`config.mk`:
```
export PLATFORM = sky130hd
export DESIGN_NAME = bullet_spawner_flat
export DESIGN_NICKNAME = d
export VERILOG_FILES = /design/src/rtl/bullet_pkg.sv /design/src/rtl/bullet_spawner_if.sv /design/src/rtl/bullet_spawner_shoot_debounce.sv /design/src/rtl/bullet_spawner.sv /design/src/flat_wrapper.sv
export SDC_FILE = /design/constraint.sdc
export NUM_CORES = 1
export LEC_CHECK = 0
export ABC_AREA = 1
export BUFFER_PORTS_ARGS = -buffer_cell sky130_fd_sc_hd__buf_2
export CAP_MARGIN = 20
export CORE_ASPECT_RATIO = 0.8
export CORE_MARGIN = 3
export CORE_UTILIZATION = 45
export DETAILED_ROUTE_END_ITERATION = 12
export PLACE_DENSITY = 0.67
export SYNTH_ARGS = -nofsm -noshare
export SYNTH_HDL_FRONTEND = slang
export SYNTH_SLANG_ARGS = --single-unit
```
`constraint.sdc`:
```
create_clock -name clk -period 1.7 [get_ports clk]
set_clock_uncertainty 0.05 [all_clocks]
set_input_delay 0.17 -clock clk [delete_from_list [all_inputs] [get_ports clk]]
set_output_delay 0.17 -clock clk [all_outputs]
set_load 0.01 [all_outputs]
```
`src/rtl/bullet_pkg.sv`:
```
// Shared types and constants for the bullet spawner: type codes, FSM
// encoding, default cooldowns and coordinate widths.
package bullet_pkg;

    localparam int NUM_BULLET_TYPES = 5;

    // Bullet type codes as carried on spawn_type
    localparam logic [2:0] TYPE_0 = 3'd0;
    localparam logic [2:0] TYPE_1 = 3'd1;
    localparam logic [2:0] TYPE_2 = 3'd2;
    localparam logic [2:0] TYPE_3 = 3'd3;
    localparam logic [2:0] TYPE_4 = 3'd4;

    // Largest legal value of the 5-bit select code
    localparam logic [4:0] MAX_TYPE_CODE = 5'(NUM_BULLET_TYPES - 1);

    // Default cooldowns in frame ticks
    localparam logic [7:0] CD0_DEF = 8'd10;
    localparam logic [7:0] CD1_DEF = 8'd20;
    localparam logic [7:0] CD2_DEF = 8'd30;
    localparam logic [7:0] CD3_DEF = 8'd45;
    localparam logic [7:0] CD4_DEF = 8'd60;

    localparam logic [15:0] DEB_CYCLES_DEF = 16'd50000;

    // Coordinate widths (640x480 playfield)
    localparam int X_W_DEF = 10;
    localparam int Y_W_DEF = 9;

    typedef enum logic [1:0] {
        ST_IDLE     = 2'd0,
        ST_SPAWN    = 2'd1,
        ST_COOLDOWN = 2'd2
    } state_e;

    // One-hot decode of the select code; illegal codes decode to all zeros
    function automatic logic [4:0] sel_to_onehot(input logic [4:0] sel);
        case (sel)
            5'd0:    return 5'b00001;
            5'd1:    return 5'b00010;
            5'd2:    return 5'b00100;
            5'd3:    return 5'b01000;
            5'd4:    return 5'b10000;
            default: return 5'b00000;
        endcase
    endfunction

endpackage

```
`src/rtl/bullet_spawner_if.sv`:
```
// Spawn handshake between the spawner (master) and the bullet pool (slave).
interface bullet_spawner_if
    import bullet_pkg::*;
#(
    parameter int X_W = X_W_DEF,
    parameter int Y_W = Y_W_DEF
) ();

    logic           spawn_valid;
    logic           spawn_ready;
    logic [2:0]     spawn_type;
    logic [X_W-1:0] spawn_x;
    logic [Y_W-1:0] spawn_y;

    modport master (
        output spawn_valid,
        output spawn_type,
        output spawn_x,
        output spawn_y,
        input  spawn_ready
    );

    modport slave (
        input  spawn_valid,
        input  spawn_type,
        input  spawn_x,
        input  spawn_y,
        output spawn_ready
    );

endinterface

```
`src/rtl/bullet_spawner_shoot_debounce.sv`:
```
// Synchronises and debounces the active-low fire button and emits a
// one-cycle press pulse in the cycle the debounced level first reads low.
module shoot_debounce
    import bullet_pkg::*;
#(
    parameter logic [15:0] DEB_CYCLES = DEB_CYCLES_DEF
) (
    input  logic clk,
    input  logic rst_n,
    input  logic i_shoot,
    output logic o_press
);

    logic        r_sync1;
    logic        r_sync2;
    logic        r_level;
    logic [15:0] r_cnt;
    logic        r_press;

    // Two-flop synchroniser; idles high so reset looks like a released button
    always_ff @(posedge clk or negedge rst_n) begin
        if (!rst_n) begin
            r_sync1 <= 1'b1;
            r_sync2 <= 1'b1;
        end else begin
            r_sync1 <= i_shoot;
            r_sync2 <= r_sync1;
        end
    end

    // Stability counter: level follows the input only after a full run of disagreement
    always_ff @(posedge clk or negedge rst_n) begin
        if (!rst_n) begin
            r_level <= 1'b1;
            r_cnt   <= 16'd0;
            r_press <= 1'b0;
        end else begin
            r_press <= 1'b0;
            if (r_sync2 != r_level) begin
                if (r_cnt == DEB_CYCLES - 16'd1) begin
                    r_level <= r_sync2;
                    r_cnt   <= 16'd0;
                    // only the falling edge of the debounced level is a press
                    r_press <= ~r_sync2;
                end else begin
                    r_cnt <= r_cnt + 16'd1;
                end
            end else begin
                r_cnt <= 16'd0;
            end
        end
    end

    assign o_press = r_press;

endmodule

```
`src/rtl/bullet_spawner.sv`:
```
// Turns debounced fire presses into single bullet-spawn requests with a
// latched type/position payload, then locks out further presses for a
// per-type number of frame ticks.
module bullet_spawner
    import bullet_pkg::*;
#(
    parameter logic [15:0] DEB_CYCLES = DEB_CYCLES_DEF,
    parameter logic [7:0]  CD0        = CD0_DEF,
    parameter logic [7:0]  CD1        = CD1_DEF,
    parameter logic [7:0]  CD2        = CD2_DEF,
    parameter logic [7:0]  CD3        = CD3_DEF,
    parameter logic [7:0]  CD4        = CD4_DEF,
    parameter int          X_W        = X_W_DEF,
    parameter int          Y_W        = Y_W_DEF
) (
    input  logic                  clk,
    input  logic                  rst_n,
    input  logic                  tick,
    input  logic                  shoot,
    input  logic [4:0]            bullet_sel,
    input  logic [X_W-1:0]        player_x,
    input  logic [Y_W-1:0]        player_y,
    bullet_spawner_if.master      spawn_if,
    output logic [4:0]            type_onehot,
    output logic                  cooling,
    output logic                  drop_pulse
);

    state_e         r_state;
    logic           r_spawn_valid;
    logic [2:0]     r_spawn_type;
    logic [X_W-1:0] r_spawn_x;
    logic [Y_W-1:0] r_spawn_y;
    logic [7:0]     r_cd_cnt;
    logic           r_cooling;
    logic           r_drop_pulse;
    logic [4:0]     r_type_onehot;
    logic           w_press;
    logic [7:0]     w_cd_load;

    shoot_debounce #(
        .DEB_CYCLES (DEB_CYCLES)
    ) u_debounce (
        .clk     (clk),
        .rst_n   (rst_n),
        .i_shoot (shoot),
        .o_press (w_press)
    );

    // Cooldown length for the type currently held in the payload register
    always_comb begin
        w_cd_load = 8'd0;
        case (r_spawn_type)
            TYPE_0:  w_cd_load = CD0;
            TYPE_1:  w_cd_load = CD1;
            TYPE_2:  w_cd_load = CD2;
            TYPE_3:  w_cd_load = CD3;
            TYPE_4:  w_cd_load = CD4;
            default: w_cd_load = 8'd0;
        endcase
    end

    // Free-running registered decode of the type select
    always_ff @(posedge clk or negedge rst_n) begin
        if (!rst_n) begin
            r_type_onehot <= 5'b00000;
        end else begin
            r_type_onehot <= sel_to_onehot(bullet_sel);
        end
    end

    // Spawn FSM with payload, cooldown counter and drop indication
    always_ff @(posedge clk or negedge rst_n) begin
        if (!rst_n) begin
            r_state       <= ST_IDLE;
            r_spawn_valid <= 1'b0;
            r_spawn_type  <= 3'd0;
            r_spawn_x     <= '0;
            r_spawn_y     <= '0;
            r_cd_cnt      <= 8'd0;
            r_cooling     <= 1'b0;
            r_drop_pulse  <= 1'b0;
        end else begin
            r_drop_pulse <= 1'b0;
            case (r_state)
                ST_IDLE: begin
                    if (w_press) begin
                        if (bullet_sel <= MAX_TYPE_CODE) begin
                            r_spawn_type  <= bullet_sel[2:0];
                            r_spawn_x     <= player_x;
                            r_spawn_y     <= player_y;
                            r_spawn_valid <= 1'b1;
                            r_state       <= ST_SPAWN;
                        end else begin
                            r_drop_pulse <= 1'b1;
                        end
                    end
                end
                ST_SPAWN: begin
                    // presses are never queued behind a pending spawn
                    if (w_press) begin
                        r_drop_pulse <= 1'b1;
                    end
                    if (r_spawn_valid && spawn_if.spawn_ready) begin
                        r_spawn_valid <= 1'b0;
                        if (w_cd_load == 8'd0) begin
                            r_state <= ST_IDLE;
                        end else begin
                            // a tick in this cycle is deliberately not counted
                            r_cd_cnt  <= w_cd_load;
                            r_cooling <= 1'b1;
                            r_state   <= ST_COOLDOWN;
                        end
                    end
                end
                ST_COOLDOWN: begin
                    if (w_press) begin
                        r_drop_pulse <= 1'b1;
                    end
                    if (tick) begin
                        if (r_cd_cnt <= 8'd1) begin
                            r_cd_cnt  <= 8'd0;
                            r_cooling <= 1'b0;
                            r_state   <= ST_IDLE;
                        end else begin
                            r_cd_cnt <= r_cd_cnt - 8'd1;
                        end
                    end
                end
                default: begin
                    r_state       <= ST_IDLE;
                    r_spawn_valid <= 1'b0;
                    r_cd_cnt      <= 8'd0;
                    r_cooling     <= 1'b0;
                end
            endcase
        end
    end

    assign spawn_if.spawn_valid = r_spawn_valid;
    assign spawn_if.spawn_type  = r_spawn_type;
    assign spawn_if.spawn_x     = r_spawn_x;
    assign spawn_if.spawn_y     = r_spawn_y;
    assign type_onehot          = r_type_onehot;
    assign cooling              = r_cooling;
    assign drop_pulse           = r_drop_pulse;

endmodule

```
`src/flat_wrapper.sv`:
```
// flat-port wrapper written by rule: the top's interface ports become plain ports
module bullet_spawner_flat import bullet_pkg::*;
#(
    parameter logic [15:0] DEB_CYCLES = DEB_CYCLES_DEF,
    parameter logic [7:0]  CD0        = CD0_DEF,
    parameter logic [7:0]  CD1        = CD1_DEF,
    parameter logic [7:0]  CD2        = CD2_DEF,
    parameter logic [7:0]  CD3        = CD3_DEF,
    parameter logic [7:0]  CD4        = CD4_DEF,
    parameter int          X_W        = X_W_DEF,
    parameter int          Y_W        = Y_W_DEF
)
  (clk, rst_n, tick, shoot, bullet_sel, player_x, player_y, type_onehot, cooling, drop_pulse, spawn_if_spawn_valid, spawn_if_spawn_type, spawn_if_spawn_x, spawn_if_spawn_y, spawn_if_spawn_ready);
  bullet_spawner_if #(.X_W(X_W), .Y_W(Y_W)) spawn_if_i ();
  input  logic clk;
  input  logic rst_n;
  input  logic tick;
  input  logic shoot;
  input  logic [4:0] bullet_sel;
  input  logic [X_W-1:0] player_x;
  input  logic [Y_W-1:0] player_y;
  output logic [4:0] type_onehot;
  output logic cooling;
  output logic drop_pulse;
  output wire logic [$bits(spawn_if_i.spawn_valid)-1:0] spawn_if_spawn_valid;
  output wire logic [$bits(spawn_if_i.spawn_type)-1:0] spawn_if_spawn_type;
  output wire logic [$bits(spawn_if_i.spawn_x)-1:0] spawn_if_spawn_x;
  output wire logic [$bits(spawn_if_i.spawn_y)-1:0] spawn_if_spawn_y;
  input wire logic [$bits(spawn_if_i.spawn_ready)-1:0] spawn_if_spawn_ready;
  assign spawn_if_spawn_valid = spawn_if_i.spawn_valid;
  assign spawn_if_spawn_type = spawn_if_i.spawn_type;
  assign spawn_if_spawn_x = spawn_if_i.spawn_x;
  assign spawn_if_spawn_y = spawn_if_i.spawn_y;
  assign spawn_if_i.spawn_ready = spawn_if_spawn_ready;
  bullet_spawner #(.DEB_CYCLES(DEB_CYCLES), .CD0(CD0), .CD1(CD1), .CD2(CD2), .CD3(CD3), .CD4(CD4), .X_W(X_W), .Y_W(Y_W)) u_core (.clk(clk), .rst_n(rst_n), .tick(tick), .shoot(shoot), .bullet_sel(bullet_sel), .player_x(player_x), .player_y(player_y), .spawn_if(spawn_if_i), .type_onehot(type_onehot), .cooling(cooling), .drop_pulse(drop_pulse));
endmodule
```
==> implementation parameters, run 1 <==
Parameter                              Value

Outcome
  Status ... completed

Timing
  Total setup violations reported at the end of the flow ... 0
  Max Transition Viols Final ... 0
  Minimum period implied by the final worst setup slack ... 1.558 ns
  Worst-case headroom to the max-slew limit ... 74.10%
  Accumulated negative setup slack ... 0 ns
  Worst-margin pin slew ... 0.3867 ns
  Final worst hold slack ... 0.01237 ns
  Highest Clock Rate ... 0.6417 GHz
  Final cycle utilization of the critical path ... 91.67%
  Unrepaired setup endpoints after global routing ... no
  Hold Fails Final Rpt ... 0

Synthesis
  Proportion of synthesized area in mux cells ... 0%
  Warning count from the yosys run ... 0
  Cell type contributing the most total cell area after synthesis ... sky130_fd_sc_hd__dfrtp_1
  Dominant synthesized flop cell ... sky130_fd_sc_hd__dfrtp_1
  Compound-cell area share of the yosys netlist ... 9.662%
  Combined area of all synthesized cells ... 3147 µm²
  Post-Synth Simple-Gate Area ... 27.24%
  Register bit count reported by yosys ... 60
  Number of enable-type register cells in the synthesized netlist ... 0
  Combinational family with the most area after synthesis ... simple AND/OR/NAND/NOR gates
  Nets in the synthesized netlist ... 415
  Top cells by count, synth ... sky130_fd_sc_hd__nand2_1, sky130_fd_sc_hd__inv_1, sky130_fd_sc_hd__dfrtp_1
  Post-synthesis xor/xnor area fraction ... 3.022%
  Fraction of the yosys area taken by sequential cells ... 47.83%
  Adder and majority gate portion of the synthesized area ... 2.783%
  Post-synth top area share ... 45.33%
  Leading cell types by total area after synthesis ... sky130_fd_sc_hd__dfrtp_1, sky130_fd_sc_hd__nand2_1, sky130_fd_sc_hd__inv_1
  Post-synth cell types ... 29
  Cell with the most instances after synthesis ... sky130_fd_sc_hd__nand2_1
  Cells after synthesis ... 379
  Mean area per synthesized cell ... 8.303 µm²
  Fraction of synthesis flops using an asynchronous set or reset pin ... 100.0%

Worst setup path
  Cells on worst reg2reg path ... 9
  Maximum fanout encountered on the critical timing path ... 5
  Arrival time of data at the critical path endpoint ... 1.79 ns
  Category of the worst setup path launch point ... flop
  Peak per-stage delay on the critical path ... 0.40 ns
  Max stage delay cell, worst path ... sky130_fd_sc_hd__dfrtp_1
  Reg2Reg Capture Point ... u_core.r_cd_cnt[1]$_DFFE_PN0P_
  CP top delay family ... simple AND/OR/NAND/NOR gates
  Launch point of the worst reg-to-reg path ... u_core.r_state[1]$_DFFE_PN0P_
  Critical path class ... reg2reg
  Crit. End Element ... flop
  Required @ worst endpoint ... 1.93 ns
  Buffering stage count on the worst path with inverters included ... 2
  List of cells traversed by the critical path ... inv_1, ha_2, inv_2, a21oi_4, nor2_4, nand3_4, nor2_4, nand2_1, nand3_1
  FF-to-FF setup slack ... 0.14 ns
  Most used cell along the critical path ... sky130_fd_sc_hd__nor2_4

Cells and area
  Fraction of final layout cells with drive strength greater than 1 ... 30.80%
  Layout overhead on the synthesized area ... 23.66%
  Fill cell instance count of the final layout ... 603
  Antenna Diode Count ... 0
  Non-filler cells in the finished layout ... 545
  Util after Layout ... 59.22%
  Area occupied by multi-input gates ... 1378 µm²
  Sequential Area ... 1505 µm²
  NumNets Final ... 492

Min path
  Launch point of the worst hold path ... player_x[9]
  Hold Path Stages ... 3
  Worst min-delay path endpoint ... u_core.spawn_if.spawn_x[9]$_DFFE_PN0P_
  Path class of the lowest-slack min-delay path ... in2reg

CTS
  Clock latency reported for the late side of the worst-skew pair ... 0.35 ns
  TritonCTS clock tree ... done
  H-tree Lvls ... 3
  Clock slew at reported path FFs ... 0.07 ns
  Clk root buf ... sky130_fd_sc_hd__clkbuf_8
  Buffer depth of the longest clock path ... 2
  Count of clock tree sinks ... 60
  CTS buffer count ... 9

Detailed routing
  Total wirelength of the detailed-routed design ... 6.283 mm
  DRC marker count from the first detailed-route iteration ... 66
  Vias per Instance ... 4.747
  Overall via count from detail_route ... 2587
  Detailed Routing Iterations Pass 1 ... 4
  DRC violations left ... 0
  DRT antenna net count ... 0
  Routed wirelength normalized by instance count ... 11.53 µm

Floorplan
  Starting utilization of the core area ... 47.89%
  DIE HEIGHT ... 80.80 µm
  Width of the die ... 99.50 µm
  Area inside the core boundary ... 6571 µm²
  Die footprint ... 8039 µm²
  Cell Rows ... 26
  Io pins ... 59

Pwr
  Internal power of the cells ... 2.398 mW
  Total leakage power ... 2.039 nW
  Peak ir drop on the vdd network ... 0.0004578 V
  Clock share of power ... 47.9%
  Switching portion of total power ... 20.96%
  Areal power density over the cells ... 779.6 nW/µm²
  Overall power ... 3.034 mW
  Sequential Power Share ... 47.7%
  Combinational Power Share ... 4.3%
  Total net switching power ... 0.6359 mW

Placement
  Post-Place Cells ... 519
  Port-buffer cells ... 58
  Placed wire-length estimate after detailed placement ... 4.594 mm
  Routability congestion estimate from global placement ... 0.8505

Global route
  Wire length of the first global-routing pass ... 10.60 mm
  Global routing usage summed across all routing layers ... 16.70%
  Largest net degree at the start of global routing ... 61
  Congestion Overflow GR ... 0
  Number of global-route vias before repair ... 2427
  Number of antenna violations at the first check in global routing ... 0

Job
  Number of maximum-capacitance constraint violations ... 0
[kinds of logic (layout without fill, tap and decap cells)]
logic type / Yosys count / after routing
and+or+nand+nor: 188 / 188
DFF: 60 / 60
xor gates and xnor gates: 10 / 10
adders and majority gates: 7 / 7
buffers and inverters: 71 / 153
AOI/OAI and AO/OA: 43 / 43
[worst max-delay path by stage]
stage	cells past startpoint	end	from
after floorplan	9	u_core.r_cd_cnt[1]$_DFFE_PN0P_	u_core.r_state[0]$_DFFE_PN0P_
after global placement	9	u_core.r_cd_cnt[0]$_DFFE_PN0P_	u_core.r_state[1]$_DFFE_PN0P_
after detailed placement	9	u_core.r_cd_cnt[1]$_DFFE_PN0P_	u_core.r_state[1]$_DFFE_PN0P_
after CTS	9	u_core.r_cd_cnt[1]$_DFFE_PN0P_	u_core.r_state[0]$_DFFE_PN0P_
after global routing	9	u_core.r_cd_cnt[0]$_DFFE_PN0P_	u_core.r_state[1]$_DFFE_PN0P_
final	9	u_core.r_cd_cnt[1]$_DFFE_PN0P_	u_core.r_state[1]$_DFFE_PN0P_
[worst register-to-register path, delay by kind of cell (launching register included)]
family          cells  cell delay (ns)
simple gates        5             0.60
fa+ha+maj           1             0.20
flops               1             0.40
buf+inv             2             0.20
compound gates      1             0.06
[sequential cells by signal, indices dropped and copies added, names as in the netlist, 2 cells and up]
register                    count
u_core.u_debounce.r_cnt        16
u_core.spawn_if.spawn_x        10
u_core.spawn_if.spawn_y         9
u_core.r_cd_cnt                 8
u_core.type_onehot              5
u_core.spawn_if.spawn_type      3
u_core.r_state                  2
[routing by layer]
metal | track usage, % | up-vias | share of wire (%)
met3 | 5.923 | 10 | 6.6
met2 | 25.80 | 64 | 47
met4 | 6.685 | 0 | 1.6
li1 | - | 1326 | -
met1 | 21.59 | 1187 | 45
met5 | 0 | - | 0
[power groups by stage]
stage	clock network (mW)	registers (mW)	logic (mW)
floorplan	0	1.47	0.0455
global route	1.56	1.45	0.152
finish	1.45	1.45	0.131
CTS	1.51	1.45	0.136
global placement	0	1.47	0.122
detailed placement	0	1.47	0.123
[cells in the final DEF, fill, tap and decap left out, types with 7 or more instances in the layout]
master / instances
sky130_fd_sc_hd__inv_2: 7
sky130_fd_sc_hd__dlygate4sd3_1: 7
sky130_fd_sc_hd__o21ai_2: 20
sky130_fd_sc_hd__clkbuf_8: 11
sky130_fd_sc_hd__nand2_2: 15
sky130_fd_sc_hd__inv_1: 58
sky130_fd_sc_hd__xor2_1: 7
sky130_fd_sc_hd__nand3_1: 17
sky130_fd_sc_hd__dfrtp_1: 57
sky130_fd_sc_hd__nand2_1: 86
sky130_fd_sc_hd__buf_2: 58
sky130_fd_sc_hd__nor2_1: 42
sky130_fd_sc_hd__o21ai_0: 10
sky130_fd_sc_hd__nor3_1: 11
[stage by stage]
stage	area, µm²	worst slack, ns
6_report	3891	0.1416
5_1_grt	3891	0.002614
4_1_cts	3839	0.05009
3_3_place_gp	3537	0.1086
3_5_place_dp	3537	0.007497
2_1_floorplan	3147	0.2415
[cell type report]
type	instances	area share (%)
well taps	84	2.701
repair buffers	70	10.87
clock inverters	4	1.865
clock buffers	12	3.987
flip-flops and latches	60	38.68
inverters	67	6.495
multi-input cells	248	35.40
[what timing repair did]
action	CTS	global route
hold buffers	7	0
hold endpoints to repair	63	0
setup buffers	0	3
endpoints found under the setup margin	1	8
pin swaps	0	2
gates resized for setup	1	8
No activity file was read; power rests on OpenSTA's default activity.
==> run 2: changes to the inputs <==
- ABC_AREA: 1 -> default
- CORE_ASPECT_RATIO: 0.8 -> default
- PLACE_DENSITY: 0.67 -> 0.68
==> run 2 against run 1 <==
  * The run now ends with negative setup slack left
  * Combinational power increased to 5.2 times the previous value
  * Clock-buffer cell count decreased by 2
  * Clock power decreased by 10%
  * Total power increased by 15%
  * Cell count decreased by 18%
  * Non-clock buffer count increased by 42
  * Hold slack improved by 0.0037 ns
==> implementation parameters, run 2 <==
Parameter                              Value

Global route
  Number of antenna violations at the first check in global routing ... 0 (unchanged)
  Wire length of the first global-routing pass ... 10.27 mm (-3.1%)
  Busiest metal layer after global routing ... met2
  Global routing usage summed across all routing layers ... 17.86% (+1.2 points)
  Met3 routing resource usage after global routing ... 6.628% (+0.71 points)
  Met2 layer usage reported by global route ... 29.01% (+3.2 points)
  Largest net degree at the start of global routing ... 61 (unchanged)
  Congestion Overflow GR ... 0 (unchanged)
  Routing usage on met1 ... 22.04% (+0.45 points)
  Number of global-route vias before repair ... 2236 (-7.9%)

Floorplan
  Area inside the core boundary ... 6061 µm² (-7.8%)
  Die footprint ... 7403 µm² (-7.9%)
  DIE HEIGHT ... 86.04 µm (+6.5%)
  Starting utilization of the core area ... 47.56% (-0.32 points)
  Io pins ... 59 (unchanged)
  Cell Rows ... 28 (+7.7%)
  Width of the die ... 86.04 µm (-14%)

Cells and area
  NumNets Final ... 403 (-18%)
  Fill cell instance count of the final layout ... 460 (-24%)
  Sequential Area ... 1505 µm² (unchanged)
  Area occupied by multi-input gates ... 1379 µm² (about the same)
  Final instance area ... 3998 µm² (+2.7%)
  Fraction of final layout cells with drive strength greater than 1 ... 43.01% (+12 points)
  Highest-count cells in the layout ignoring fill and taps ... sky130_fd_sc_hd__buf_2, sky130_fd_sc_hd__dfrtp_1, sky130_fd_sc_hd__buf_4
  Max reg flops ... 16 (unchanged)
  Layout overhead on the synthesized area ... 38.67%
  Most common library cell in the layout ignoring fill and taps ... sky130_fd_sc_hd__buf_2
  Antenna Diode Count ... 0 (unchanged)
  Largest reg by FF count ... u_core.u_debounce.r_cnt

Synthesis
  Dominant synthesized flop cell ... sky130_fd_sc_hd__dfrtp_1
  Number of enable-type register cells in the synthesized netlist ... 0 (unchanged)
  Fraction of synthesis flops using an asynchronous set or reset pin ... 100.0% (unchanged)
  Mean area per synthesized cell ... 11.44 µm² (+38%)
  Post-synth top area share ... 49.48% (+4.2 points)
  Cell type contributing the most total cell area after synthesis ... sky130_fd_sc_hd__dfrtp_1
  Post-synth cell types ... 45 (+55%)
  Register bit count reported by yosys ... 60 (unchanged)
  Warning count from the yosys run ... 0 (unchanged)
  Nets in the synthesized netlist ... 288 (-31%)
  Leading cell types by total area after synthesis ... sky130_fd_sc_hd__dfrtp_1, sky130_fd_sc_hd__mux2_2, sky130_fd_sc_hd__xnor2_1
  Top cells by count, synth ... sky130_fd_sc_hd__dfrtp_1, sky130_fd_sc_hd__nor2_1, sky130_fd_sc_hd__mux2_2
  Cells after synthesis ... 252 (-34%)
  Fraction of the yosys area taken by sequential cells ... 52.21% (+4.4 points)
  Combined area of all synthesized cells ... 2883 µm² (-8.4%)
  Cell with the most instances after synthesis ... sky130_fd_sc_hd__dfrtp_1

Timing
  Max Transition Viols Final ... 0 (unchanged)
  Total setup violations reported at the end of the flow ... 11 (+11)
  Accumulated negative setup slack ... -1.203 ns (-1.203 ns)
  Worst-case headroom to the max-slew limit ... 75.33% (+1.2 points)
  Unrepaired setup endpoints after global routing ... yes
  Worst-margin pin slew ... 0.3688 ns (-0.01789 ns)
  Final cycle utilization of the critical path ... 109.3% (+18 points)
  Highest Clock Rate ... 0.5384 GHz (-16%)
  Minimum period implied by the final worst setup slack ... 1.857 ns (+0.2990 ns)
  Hold Fails Final Rpt ... 0 (unchanged)
  Worst setup slack after layout ... -0.1574 ns (-0.2990 ns)

Worst setup path
  Category of the worst setup path launch point ... flop
  Crit. End Element ... flop
  Reg2Reg Capture Point ... u_core.cooling$_DFFE_PN0P_
  Critical path endpoint ... u_core.cooling$_DFFE_PN0P_
  Max stage delay cell, worst path ... sky130_fd_sc_hd__dfrtp_1
  Launch point of the worst reg-to-reg path ... u_core.r_state[0]$_DFFE_PN0P_
  Peak per-stage delay on the critical path ... 0.41 ns (about the same)
  Maximum fanout encountered on the critical timing path ... 3 (-2)
  FF-to-FF setup slack ... -0.16 ns (-0.30 ns)
  Critical Path Start ... u_core.r_state[0]$_DFFE_PN0P_
  Required @ worst endpoint ... 1.88 ns (-0.05 ns)
  Arrival time of data at the critical path endpoint ... 2.04 ns (+0.25 ns)
  Critical path class ... reg2reg
  List of cells traversed by the critical path ... inv_2, ha_4, nor2b_4, a2111oi_4, buf_4, nand2_2, mux2_4
  Cells on worst reg2reg path ... 7 (-2)

CTS
  CTS buffer count ... 9 (unchanged)
  Clock slew at reported path FFs ... 0.08 ns (about the same)
  Clk root buf ... sky130_fd_sc_hd__clkbuf_8
  TritonCTS clock tree ... done
  H-tree Lvls ... 3 (unchanged)
  Clock latency reported for the late side of the worst-skew pair ... 0.34 ns (about the same)
  Count of clock tree sinks ... 60 (unchanged)
  Buffer depth of the longest clock path ... 2 (unchanged)

Pwr
  Switching portion of total power ... 27.72% (+6.8 points)
  Clock share of power ... 37.5% (-10 points)
  Peak ir drop on the vdd network ... 0.0006370 V (+39%)
  Internal power of the cells ... 2.511 mW (+4.7%)
  Overall power ... 3.473 mW (+15%)
  Total leakage power ... 1.963 nW (-3.7%)
  Total net switching power ... 0.9627 mW (+51%)
  Sequential Power Share ... 42.9% (-4.8 points)
  Areal power density over the cells ... 868.9 nW/µm² (+11%)
  Combinational Power Share ... 19.6% (+15 points)

Min path
  Path class of the lowest-slack min-delay path ... in2reg

Detailed routing
  Total wirelength of the detailed-routed design ... 6.638 mm (+5.7%)
  Routed wirelength normalized by instance count ... 14.85 µm (+29%)
  Detailed Routing Iterations Pass 1 ... 4 (unchanged)
  DRT antenna net count ... 0 (unchanged)
  DRC violations left ... 0 (unchanged)
  DRC marker count from the first detailed-route iteration ... 173 (+160%)
  Vias per Instance ... 5.284 (+11%)
  Overall via count from detail_route ... 2362 (-8.7%)

Placement
  Port-buffer cells ... 58 (unchanged)
  Placed wire-length estimate after detailed placement ... 4.505 mm (-1.9%)
  Area of placed instances ... 3576 µm² (+1.1%)
  Routability congestion estimate from global placement ... 0.7924 (-6.8%)

Job
  Number of maximum-capacitance constraint violations ... 0 (unchanged)

Outcome
  Status ... finished, violations left
  Violations in the final reports ... negative setup slack
[run 2: stage by stage]
stage | setup WS [ns] | cells | util, % | hold WS (ns)
2_1_floorplan | -0.1245 | 252 | - | -0.1756
3_3_place_gp | -0.1144 | 411 | 59.00 | 0.1520
3_5_place_dp | -0.1458 | 411 | 59.00 | 0.1552
4_1_cts | -0.1449 | 440 | 64.55 | 0.0004580
5_1_grt | -0.2252 | 447 | 65.96 | 0.005952
6_report | -0.1574 | 447 | 65.96 | 0.01605
[run 2: area by class of cell]
cell class,count,share of cell area (%)
Sequential cell,60,37.65
Multi-Input combinational cell,173,34.49
Timing Repair Buffer,112,19.44
Clock buffer,10,3.443
Tap cell,75,2.347
Clock inverter,6,1.596
Inverter,11,1.033
[run 2: critical path: cells and delay by family, from the launching register on]
family | cells | cell delay (ns)
fa+ha+maj | 1 | 0.17
compound gates | 1 | 0.36
buf+inv | 2 | 0.26
mux | 1 | 0.30
flops | 1 | 0.41
simple gates | 2 | 0.18
[run 2: how the worst min path moves through the flow]
stage                                             endpoint  cells after the start   startpoint  slack, ns
floorplan                       u_core.cooling$_DFFE_PN0P_                      0        rst_n      -0.18
global placement    u_core.spawn_if.spawn_y[7]$_DFFE_PN0P_                      2        rst_n       0.15
detailed placement  u_core.spawn_if.spawn_y[7]$_DFFE_PN0P_                      2        rst_n       0.16
CTS                 u_core.spawn_if.spawn_x[9]$_DFFE_PN0P_                      2  player_x[9]     0.0005
global route        u_core.spawn_if.spawn_y[4]$_DFFE_PN0P_                      2  player_y[4]      0.006
finish              u_core.spawn_if.spawn_x[6]$_DFFE_PN0P_                      2  player_x[6]       0.02
[run 2: power by group through the flow]
stage	Clock, mW	Combinational, mW	Sequential (mW)
after floorplan	0	0.324	1.52
final	1.30	0.682	1.49
after global routing	1.39	0.743	1.49
after CTS	1.33	0.660	1.49
after detailed placement	0	0.623	1.52
after global placement	0	0.613	1.51
[run 2: logic make-up after synthesis]
family | share of synthesized area, %
XOR/XNOR | 4.861
buffers and inverters | 2.647
AO/OA/AOI/OAI | 11.41
adder cells (fa/ha/maj) | 3.038
AND/OR/NAND/NOR | 15.63
flip-flops | 52.21
multiplexers | 10.20
[run 2: what timing repair did]
item                       in CTS  in global routing
hold endpoints to repair       66                  5
setup endpoints to repair      11                 27
hold buffers                   11                  5
buffers inserted                2                  2
resized for setup               4                  6
pin swaps                       4                  1
gates cloned                    0                  0
[run 2: layer usage]
| layer | up-vias | wire (µm) |
|---|---|---|
| met2 | 60 | 3348 |
| met5 | - | 0 |
| met1 | 1150 | 2850 |
| met4 | 0 | 120 |
| met3 | 13 | 318 |
| li1 | 1139 | - |
